$ cat src/rtl/mw_add_pkg.sv
// rtl/mw_add_pkg.sv - shared constants and state encoding for the multi-word adder sequencer
package mw_add_pkg;

    // Default slice width and chunk count
    localparam int MW_WIDTH = 8;
    localparam int MW_WORDS = 4;

    // Sequencer states, 2-bit encoding
    typedef enum logic [1:0] {
        MW_IDLE = 2'd0,
        MW_RUN  = 2'd1,
        MW_DONE = 2'd2
    } mw_state_e;

    // Plain constants for the state register, kept for legacy tooling
    localparam logic [1:0] ST_IDLE = MW_IDLE;
    localparam logic [1:0] ST_RUN  = MW_RUN;
    localparam logic [1:0] ST_DONE = MW_DONE;

endpackage

$ cat src/rtl/add_slice.sv
// rtl/add_slice.sv - combinational WIDTH-bit ripple-carry adder slice with carry in/out
module add_slice #(
    parameter int WIDTH = 8
) (
    input  logic [WIDTH-1:0] a,
    input  logic [WIDTH-1:0] b,
    input  logic             cin,
    output logic [WIDTH-1:0] sum,
    output logic             cout
);

    logic c;

    // Bit-serial carry chain, LSB first
    always_comb begin
        sum = '0;
        c   = cin;
        for (int i = 0; i < WIDTH; i++) begin
            sum[i] = a[i] ^ b[i] ^ c;
            c      = (a[i] & b[i]) | (c & (a[i] ^ b[i]));
        end
        cout = c;
    end

endmodule

$ cat src/rtl/mw_add_sequencer.sv
// rtl/mw_add_sequencer.sv - multi-precision adder sequencer reusing one slice; optional subtract via MW_ADD_SUB_EN
module mw_add_sequencer
    import mw_add_pkg::*;
#(
    parameter int WIDTH = MW_WIDTH,
    parameter int WORDS = MW_WORDS
) (
    input  logic                   clk,
    input  logic                   rst_n,
    input  logic                   start,
    input  logic [WORDS*WIDTH-1:0] a_in,
    input  logic [WORDS*WIDTH-1:0] b_in,
`ifdef MW_ADD_SUB_EN
    input  logic                   sub,
`endif
    output logic                   busy,
    output logic                   done,
    output logic [WORDS*WIDTH-1:0] sum_out,
    output logic                   carry_out
);

    localparam int OPW  = WORDS * WIDTH;
    localparam int IDXW = $clog2(WORDS);
    localparam logic [IDXW-1:0] LAST_IDX = IDXW'(WORDS - 1);

    logic [1:0]       state;
    logic [IDXW-1:0]  idx;
    logic             carry_q;
    logic [OPW-1:0]   a_q;
    logic [OPW-1:0]   b_q;

    logic [WIDTH-1:0] slice_a;
    logic [WIDTH-1:0] slice_b;
    logic [WIDTH-1:0] slice_sum;
    logic             slice_cout;
    logic             invert_b;
    logic             carry_init;

`ifdef MW_ADD_SUB_EN
    logic sub_q;

    // Subtraction is A + ~B + 1: invert B chunks and seed the carry with 1
    assign invert_b   = sub_q;
    assign carry_init = sub;
`else
    assign invert_b   = 1'b0;
    assign carry_init = 1'b0;
`endif

    assign slice_a = a_q[idx*WIDTH +: WIDTH];
    assign slice_b = b_q[idx*WIDTH +: WIDTH] ^ {WIDTH{invert_b}};

    add_slice #(
        .WIDTH (WIDTH)
    ) u_slice (
        .a    (slice_a),
        .b    (slice_b),
        .cin  (carry_q),
        .sum  (slice_sum),
        .cout (slice_cout)
    );

    assign busy = (state != ST_IDLE);
    assign done = (state == ST_DONE);

    // Sequencer: capture on start, one chunk per RUN cycle, single DONE cycle
    always_ff @(posedge clk or negedge rst_n) begin
        if (!rst_n) begin
            state     <= ST_IDLE;
            idx       <= '0;
            carry_q   <= 1'b0;
            a_q       <= '0;
            b_q       <= '0;
            sum_out   <= '0;
            carry_out <= 1'b0;
`ifdef MW_ADD_SUB_EN
            sub_q     <= 1'b0;
`endif
        end else begin
            case (state)
                ST_IDLE: begin
                    if (start) begin
                        a_q     <= a_in;
                        b_q     <= b_in;
                        idx     <= '0;
                        carry_q <= carry_init;
`ifdef MW_ADD_SUB_EN
                        sub_q   <= sub;
`endif
                        state   <= ST_RUN;
                    end
                end
                ST_RUN: begin
                    sum_out[idx*WIDTH +: WIDTH] <= slice_sum;
                    carry_q <= slice_cout;
                    if (idx == LAST_IDX) begin
                        // idx parks at the last chunk; it is cleared on the next capture
                        carry_out <= slice_cout;
                        state     <= ST_DONE;
                    end else begin
                        idx <= idx + 1'b1;
                    end
                end
                ST_DONE: begin
                    state <= ST_IDLE;
                end
                default: begin
                    state <= ST_IDLE;
                end
            endcase
        end
    end

endmodule

$ cat config.mk
export PLATFORM = sky130hd
export DESIGN_NAME = mw_add_sequencer
export DESIGN_NICKNAME = d
export VERILOG_FILES = /design/src/rtl/mw_add_pkg.sv /design/src/rtl/add_slice.sv /design/src/rtl/mw_add_sequencer.sv
export SDC_FILE = /design/constraint.sdc
export NUM_CORES = 1
export LEC_CHECK = 0
export BUFFER_PORTS_ARGS = -buffer_cell sky130_fd_sc_hd__buf_2
export CORE_ASPECT_RATIO = 0.5
export CORE_MARGIN = 2
export CORE_UTILIZATION = 40
export CTS_CLUSTER_SIZE = 8
export DETAILED_ROUTE_END_ITERATION = 10
export HOLD_SLACK_MARGIN = 0.03
export PLACE_DENSITY_LB_ADDON = 0.15
export SKIP_LAST_GASP = 1
export SLEW_MARGIN = 15
export SYNTH_ARGS = -nofsm -noshare
export SYNTH_HDL_FRONTEND = slang
export SYNTH_HIERARCHICAL = 1
export SYNTH_SLANG_ARGS = --single-unit
export TNS_END_PERCENT = 50
$ cat constraint.sdc
create_clock -name clk -period 5.2 [get_ports clk]
set_input_delay 0.78 -clock clk [delete_from_list [all_inputs] [get_ports clk]]
set_output_delay 0.78 -clock clk [all_outputs]
set_load 0.01 [all_outputs]
==> Implementation_results.wiki <==
{| class="wikitable"
! Metric !! Value
|-
| Post-Synthesis Net Count || 423
|-
| Count of buffers from port buffering || 101
|-
| Final Slew Violations || 0
|-
| Sequential share of the synthesized area || 0.522
|-
| Number of warnings printed during yosys synthesis || 6
|-
| Wire length of the first global-routing pass || 17.1 mm
|-
| Category of the worst setup path launch point || flop
|-
| Critical path arrival || 4880 ps
|-
| List of most frequent post-synthesis cells || sky130_fd_sc_hd__dfrtp_1 (102), sky130_fd_sc_hd__mux2_2 (60), sky130_fd_sc_hd__inv_1 (35)
|-
| Largest net degree at the start of global routing || 67
|-
| Count of boundary I/O pins || 102
|-
| First drt pass iteration count || 4
|-
| Synth area leaders || sky130_fd_sc_hd__dfrtp_1 (52%), sky130_fd_sc_hd__mux2_2 (14%), sky130_fd_sc_hd__mux4_2 (7.4%), sky130_fd_sc_hd__fa_1 (3.3%), sky130_fd_sc_hd__o32ai_2 (3.0%)
|-
| Number of filler instances in the final layout || 1,078
|-
| Total setup violations reported at the end of the flow || 0
|-
| Max capacitance violation total || 0
|-
| Required time reported for the critical path endpoint || 5450 ps
|-
| Post-DR wirelength/cell || 17.7 microns
|-
| Worst-path clk slew || 70 ps
|-
| Number of core rows || 28
|-
| Startpoint of the worst setup timing path || idx[0]
|-
| Sequential Area || 2550 sq um
|-
| Worst skew pair latency || 350 ps
|-
| Peak fanout along the critical path || 4
|-
| Most frequently used cell type in the post-synthesis netlist || sky130_fd_sc_hd__dfrtp_1
|-
| Bufs on Longest Clock Path || 2
|-
| Number of vias in the routed layout || 3,041
|-
| Core ar. || 11,900 sq um
|-
| Detailed-route wire length || 10.7 mm
|-
| Vias per Instance || 5.03
|-
| Synthesized instance count || 342
|-
| Initial standard-cell utilization of the core || 0.412
|-
| Final worst-path cycle share || 0.890
|-
| Resized cells post-CTS || 0
|-
| Layout Skew || 7.43 ps
|-
| Pwr Density || 740 nW/um^2
|-
| Proportion of layout cells with a drive suffix above 1 || 0.494
|-
| Relative area change from synthesis to final layout || 18.7%
|-
| Inserted Clock Buffers || 9
|-
| X dimension of the die || 160 microns
|-
| Peak supply drop || 0.491 mV
|-
| Post-synthesis compound-gate area fraction || 0.0759
|-
| P_leak || 2.65 nW
|-
| Routability cong. || 0.717
|-
| Number of cell instances on the worst register-to-register path || 15
|-
| CP Class || reg -> reg
|-
| Total standard cell area after synthesis || 4890 sq um
|-
| Footprint of the multi-input gates || 2050 sq um
|-
| Synth Area in Adders || 0.0481
|-
| Antenna Violating Nets Remaining || 0
|-
| Post-placement worst setup slack || 575 ps
|-
| Die Outline Area || 13,200 sq um
|-
| Area share of and/or/nand/nor cells after synthesis || 0.0629
|-
| Critical Path Sink Type || flop
|-
| Setup TNS || 0 ps
|-
| Iteration-0 DRC count of the detailed router || 122
|-
| Reg2Reg Setup Slack || 570 ps
|-
| Clk sinks || 102
|-
| Normalized max-slew margin || 0.435
|-
| Library cell used as clock root buffer || sky130_fd_sc_hd__clkbuf_16
|-
| Hold buffer count at cts || 0
|-
| Unique cell type count in the Yosys netlist || 34
|-
| Unrepaired setup endpoints after global routing || no
|-
| Cell type with the highest aggregate area in the netlist || sky130_fd_sc_hd__dfrtp_1
|-
| Pin slew with the least headroom to its limit || 847 ps
|-
| Main combinational cell family by area after synthesis || multiplexers
|-
| Clock period minus worst slack || 4630 ps
|-
| H-tree depth reported by CTS || 3
|-
| CTS tree || done
|-
| XOR/XNOR Fraction of Synth Area || 0
|-
| Result of the run || complete, no violations
|-
| Most common flop cell mapped by yosys || sky130_fd_sc_hd__dfrtp_1
|-
| Antenna Cells || 0
|-
| Synth Register Bits || 102
|-
| Achievable frequency || 216 MHz
|-
| Total congestion overflow after global routing || 0
|-
| Via count of the first global-routing pass || 3,279
|-
| Post-detailed-placement half-perimeter wirelength || 7.75 mm
|-
| Min-delay worst type || in -> async
|-
| Number of flops mapped to enable cells by yosys || 0
|-
| Layout net count || 515
|-
| Initial antenna violation count || 0
|-
| Proportion of synthesized flip-flops having asynchronous set or reset || 1.00
|-
| Final setup slack of the worst path || 570 ps
|-
| DRC violation count after routing || 0
|-
| Total routing resource utilization after global routing || 0.169
|-
| Endpoint of the lowest-slack register-to-register path || sum_out[23]
|-
| Post-synthesis area per instance || 14.3 sq um
|-
| Final hold violation count || 0
|-
| Die extent in y || 82.2 microns
|-
| Launch point of the worst reg-to-reg path || idx[0]
|-
| Multiplexer share of the synthesized area || 0.230
|-
| Post-CTS setup-driven buffer insertion count || 0
|-
| Portion of synthesized cell area occupied by the leading cell type || 0.522
|}
==> worst max-delay path, cell delays in order, from the launching register on <==
cell                      delay, ps
sky130_fd_sc_hd__dfrtp_1        430
sky130_fd_sc_hd__mux4_2         540
sky130_fd_sc_hd__fa_1           440
sky130_fd_sc_hd__inv_1           80
sky130_fd_sc_hd__fa_1           150
sky130_fd_sc_hd__inv_1           50
sky130_fd_sc_hd__fa_1           370
sky130_fd_sc_hd__fa_1           390
sky130_fd_sc_hd__fa_1           390
sky130_fd_sc_hd__fa_1           390
sky130_fd_sc_hd__fa_1           360
sky130_fd_sc_hd__inv_1           70
sky130_fd_sc_hd__fa_1           450
sky130_fd_sc_hd__inv_1          140
sky130_fd_sc_hd__nand2_1         80
sky130_fd_sc_hd__o32ai_2        200
==> stage by stage <==
stage	total power, W	hold slack [ps]	util	cell area (sq um)	std cells
3_5_place_dp	0.00363	475	0.462	5490	588
3_3_place_gp	0.00357	468	0.462	5490	588
2_1_floorplan	0.00287	452	-	4890	342
6_report	0.00430	432	0.489	5810	604
5_1_grt	0.00458	476	0.489	5810	604
4_1_cts	0.00435	452	0.489	5810	604
==> sequential cells by signal, summed over array words and instances (netlist names) <==
name	count
carry_out	1
idx	2
sum_out	32
state	2
a_q	32
carry_q	1
b_q	32
==> layout make-up <==
| type | instances | area share |
|---|---|---|
| sequential | 102 | 0.440 |
| multi-input combinational | 179 | 0.353 |
| timing repair buffer | 107 | 0.0952 |
| clock buffer | 9 | 0.0388 |
| tap | 165 | 0.0356 |
| inverter | 35 | 0.0226 |
| clock inverter | 7 | 0.0157 |
==> placed cells by master (no fill, tap or decap), drive strengths merged, types with 2 or more instances in the layout <==
cell type    n
and2         2
buf        107
o32ai       21
fa           8
dfrtp      102
a32o         8
nand3b       3
mux4        16
o21bai       2
clkinv       3
and3         2
ha           6
and4bb       5
clkbuf       9
and3b        4
a211o        2
or2          2
nand2       21
mux2        68
inv         37
nor2b        2
==> routing by layer <==
| layer | wire length (microns) | vias to the layer above | part of all wire | track usage |
|---|---|---|---|---|
| met5 | 0 | - | 0 | 0 |
| met4 | 89 | 0 | 0.0083 | 0.0459 |
| met3 | 423 | 7 | 0.040 | 0.0430 |
| met2 | 5190 | 59 | 0.49 | 0.285 |
| met1 | 4960 | 1564 | 0.46 | 0.222 |
| li1 | - | 1411 | - | - |
==> how the worst max path moves through the flow <==
stage          cells after the start     endpoint  slack (ps)
2_1_floorplan                     17  sum_out[23]         460
3_3_place_gp                      15  sum_out[23]         630
3_5_place_dp                      15  sum_out[23]         570
4_1_cts                           15  sum_out[23]         540
5_1_grt                           15  sum_out[31]         400
6_report                          15  sum_out[23]         570
==> kinds of logic (layout without fill, tap and decap cells) <==
kind of cell,count (synthesis),count (layout)
and+or+nand+nor,47,47
adders and majority gates,14,14
buffers and inverters,61,158
muxes,84,84
AOI/OAI and AO/OA,34,34
DFF,102,102
==> power breakdown <==
group | internal, W | switching, W | total, W
sequential | 0.00115 | 0.000214 | 0.00136
clock | 0.000384 | 0.000315 | 0.000699
combinational | 0.000993 | 0.00124 | 0.00224
(Power assumes the default switching activity.)
